$ cat src/rtl/branch_predictor_table.sv
// Table of saturating direction counters indexed by PC (optionally gshare-hashed with global history).
// Registered predictions, resolved-branch training and a saturating misprediction counter.
module branch_predictor_table #(
  parameter int unsigned CTR_WIDTH   = 2,
  parameter int unsigned INDEX_WIDTH = 4,
  parameter int unsigned PC_WIDTH    = 8,
  parameter int unsigned GSHARE      = 1,
  parameter int unsigned CNT_WIDTH   = 16
) (
  input  logic                   clk,
  input  logic                   reset,
  input  logic                   lookup_valid,
  input  logic [PC_WIDTH-1:0]    lookup_pc,
  output logic                   predict_valid,
  output logic                   predict,
  output logic [INDEX_WIDTH-1:0] predict_index,
  input  logic                   update_valid,
  input  logic [INDEX_WIDTH-1:0] update_index,
  input  logic                   update_taken,
  input  logic                   update_predicted,
  output logic [INDEX_WIDTH-1:0] ghr,
  output logic [CNT_WIDTH-1:0]   mispredict_count
);

  localparam int Depth = 1 << INDEX_WIDTH;
  // Weakly not-taken: just below the taken threshold.
  localparam logic [CTR_WIDTH-1:0] CtrInit = CTR_WIDTH'((1 << (CTR_WIDTH - 1)) - 1);
  localparam logic [CTR_WIDTH-1:0] CtrMax  = '1;
  localparam logic [CTR_WIDTH-1:0] CtrOne  = 1;
  localparam logic [CNT_WIDTH-1:0] CntMax  = '1;
  localparam logic [CNT_WIDTH-1:0] CntOne  = 1;

  logic [CTR_WIDTH-1:0]   ctr_q [Depth];
  logic [INDEX_WIDTH-1:0] ghr_q, ghr_d;
  logic                   predict_valid_q, predict_q;
  logic [INDEX_WIDTH-1:0] predict_index_q;
  logic [CNT_WIDTH-1:0]   mispredict_count_q;

  logic [INDEX_WIDTH-1:0] lookup_idx;
  logic [CTR_WIDTH-1:0]   ctr_cur, ctr_nxt;
  logic                   mispredict;

  assign lookup_idx = lookup_pc[INDEX_WIDTH-1:0] ^ ((GSHARE != 0) ? ghr_q : '0);
  assign ctr_cur    = ctr_q[update_index];
  assign mispredict = update_valid && (update_predicted != update_taken);
  // Newest outcome enters at bit 0; the oldest falls off the top.
  assign ghr_d      = INDEX_WIDTH'({ghr_q, update_taken});

  always_comb begin
    ctr_nxt = ctr_cur;
    if (update_taken) begin
      if (ctr_cur != CtrMax) ctr_nxt = ctr_cur + CtrOne;
    end else begin
      if (ctr_cur != '0) ctr_nxt = ctr_cur - CtrOne;
    end
  end

  always_ff @(posedge clk or negedge reset) begin
    if (!reset) begin
      for (int i = 0; i < Depth; i++) ctr_q[i] <= CtrInit;
      ghr_q              <= '0;
      predict_valid_q    <= 1'b0;
      predict_q          <= 1'b0;
      predict_index_q    <= '0;
      mispredict_count_q <= '0;
    end else begin
      // Lookup samples pre-update table and pre-shift history (read-before-write).
      predict_valid_q <= lookup_valid;
      if (lookup_valid) begin
        predict_q       <= ctr_q[lookup_idx][CTR_WIDTH-1];
        predict_index_q <= lookup_idx;
      end
      if (update_valid) begin
        ctr_q[update_index] <= ctr_nxt;
        ghr_q               <= ghr_d;
      end
      if (mispredict && (mispredict_count_q != CntMax)) begin
        mispredict_count_q <= mispredict_count_q + CntOne;
      end
    end
  end

  assign predict_valid    = predict_valid_q;
  assign predict          = predict_q;
  assign predict_index    = predict_index_q;
  assign ghr              = ghr_q;
  assign mispredict_count = mispredict_count_q;

endmodule

$ cat config.mk
export PLATFORM = sky130hd
export DESIGN_NAME = branch_predictor_table
export DESIGN_NICKNAME = d
export VERILOG_FILES = /design/src/rtl/branch_predictor_table.sv
export SDC_FILE = /design/constraint.sdc
export NUM_CORES = 1
export LEC_CHECK = 0
export CORE_MARGIN = 2
export CORE_UTILIZATION = 50
export DETAILED_ROUTE_END_ITERATION = 7
export HOLD_SLACK_MARGIN = 0.1
export PLACE_DENSITY = 0.8
export SYNTH_ARGS = -nofsm -noshare
export SYNTH_HDL_FRONTEND = slang
export SYNTH_SLANG_ARGS = --single-unit
$ cat constraint.sdc
create_clock -name clk -period 2.8 [get_ports clk]
set_input_delay 0.56 -clock clk [delete_from_list [all_inputs] [get_ports clk]]
set_output_delay 0.56 -clock clk [all_outputs]
set_load 0.05 [all_outputs]
==> impl_metrics.toml <==
[status]
outcome = "completed"

[yosys]
yosys.area.top_type = "dfrtp_1"
seq_area_frac_synth_pct = 51.31
avgSynthCellArea_um2 = 13.53
synth-main-ff-cell = "dfrtp_1"
synth-edff-count = 0
ys_top_cells_by_count = "dfrtp_1 (42), mux2_2 (42), dfstp_2 (16), nand2_1 (16), nand3_1 (13)"
synthDistinctLibCells = 30
syn_area_um2 = 2868
yosys_warnings = 0
postSynth.asyncResetShare_pct = 100.0
synthCells = 212
ys_seq_elements = 58
syn-num-nets = 231
synth_area_leaders = "dfrtp_1 (37%), mux2_2 (16%), dfstp_2 (15%)"
synth_top_area_share_pct = 36.65

[global_route]
grt_overflow = 0
grt_pass1_vias = 1898
grt_pass1_wl_um = 9528
grtUsageTotal_pct = 20.41
antenna_found_initial = 0
grt_max_degree = 59

[placed_design]
dp_hpwl_um = 3937
place_ws_ns = -0.1423
place.gp.congestion = 0.7776
place_area_um2 = 3401
numPortBuffers = 39
dp.cells = 328

[floorplanning]
die_w_um = 79.74
die_y_um = 79.74
start_util_pct = 52.08
boundaryPins = 44
die_area_um2 = 6358
fp.coreArea_um2 = 5507
rows = 27

[timing]
relSlewSlack_pct = 53.37
hold_viol_final = 0
clock_skew_ns = 0.004922
finalCritPeriodShare_pct = 92.23
fmax_ghz = 0.3872
final_max_slew_viol_count = 0
finalCriticalPeriod_ns = 2.582
setup_viol = 0
worst_pin_slew_ns = 0.6994
rsz0062_at_grt = "false"
worst_slack_ns = 0.2176

[pwr]
p_total_mw = 3.150
powerDensity_nw_per_um2 = 870.4
p_leak_nw = 1.526
peakVddDrop_mv = 0.3721

[drt]
viasPerCell = 5.509
drc_errors = 0
antenna_left = 0
drt_iter0_drc = 108
wl_per_cell_um = 16.67
vias = 1895
drt_first_pass_iters = 4
routed_wl_um = 5734

[critical_path]
crit_fanout = 16
crit_required_ns = 3.02
r2r-end = "predict"
cp.arrival_ns = 2.81
r2r_cells = 5
crit_type = "primary input to flip-flop"
end_kind = "flip-flop"
reg2reg_slack_ns = 0.60
worstReg2RegStart = "ghr[0]"
critPathLaunchType = "primary input"

[cells_and_area]
diodes = 0
fin_cells = 344
drive_above_1_share_pct = 37.87
fin_area_um2 = 3618
seq_area_um2 = 1471
fin_nets = 286
multiInputGateArea_um2 = 1344
syn_to_final_growth_pct = 26.18
nFillCells = 412

[hold_path]
hold_class = "primary input to asynchronous set/reset pin"

[clock_tree]
htreeDepth = 3
clkTransAtPathRegs_ns = 0.06
insertion_delay_ns = 0.34
clockRootBuffer = "clkbuf_8"
cts_resized = 0
cts.sinks = 58
cts_tree = "yes"
cts_buffers = 9
clk_path_buf_depth = 2
cts_setup_buffers = 0
hold_buffers = 0

[flow_run]
drv_cap = 0
-- cell type report --
| type | count | share of cell area [%] |
|---|---|---|
| Clock buffer | 10 | 3.804 |
| Clock inverter | 6 | 2.213 |
| Multi-Input combinational cell | 146 | 37.14 |
| Sequential cell | 58 | 40.66 |
| Tap cell | 72 | 2.490 |
| Timing Repair Buffer | 52 | 13.69 |
-- worst max-delay path, stage by stage --
cell and delay (ns):
clkdlybuf4s50_1 0.50, buf_12 0.16, mux4_2 0.52, a22oi_2 0.18, nand3_1 0.13, maj3_2 0.45
mux2_2 0.31
-- logic make-up after synthesis --
family | synth area share [%]
adders and majority gates | 1.222
DFF | 51.31
AOI/OAI and AO/OA | 1.222
buffers and inverters | 1.832
and+or+nand+nor | 11.34
xor gates and xnor gates | 6.108
muxes | 26.96
-- per-stage QoR --
stage | utilization (%) | setup TNS (ns) | hold WS [ns]
5_1_grt | 65.71 | 0 | 0.4062
2_1_floorplan | - | 0 | 0.2644
6_report | 65.71 | 0 | 0.3357
4_1_cts | 65.71 | 0 | 0.3750
3_3_place_gp | 61.76 | -3.001 | 0.4783
3_5_place_dp | 61.76 | -3.843 | 0.4791
-- per-layer routing --
metal / track usage [%] / wire length [um]
met5: 0 / 0
met4: 12.03 / 138
met3: 4.186 / 210
met2: 33.03 / 2849
met1: 25.36 / 2536
-- sequential cells by signal (all words and copies together), names as in the netlist --
name	count
ctr_q	32
ghr	4
mispredict_count	16
predict	1
predict_index	4
predict_valid	1
-- cells in the final DEF, fill, tap and decap left out, types with 9 or more instances in the layout --
| cell type | instances |
|---|---|
| xnor2_1 | 11 |
| nor2_1 | 12 |
| buf_4 | 12 |
| clkdlybuf4s50_1 | 38 |
| nand3_1 | 13 |
| xor2_1 | 9 |
| clkbuf_8 | 10 |
| mux4_2 | 11 |
| dfstp_2 | 16 |
| nand2_1 | 16 |
| mux2_2 | 42 |
| dfrtp_1 | 42 |
-- how the worst max path moves through the flow --
| stage | startpoint | to | depth (start not counted) |
|---|---|---|---|
| 6_report | update_index[0] | ctr_q[1] | 7 |
| 5_1_grt | update_index[0] | ctr_q[1] | 7 |
| 4_1_cts | update_index[0] | ctr_q[11] | 7 |
| 3_5_place_dp | update_index[0] | ctr_q[11] | 7 |
| 3_3_place_gp | update_index[0] | ctr_q[11] | 7 |
| 2_1_floorplan | ghr[0] | predict | 4 |
-- where the power goes --
part / switching, mW / internal [mW]
clock network: 0.325 / 0.518
registers: 0.162 / 1.12
logic: 0.551 / 0.469
(Power assumes the default switching activity.)
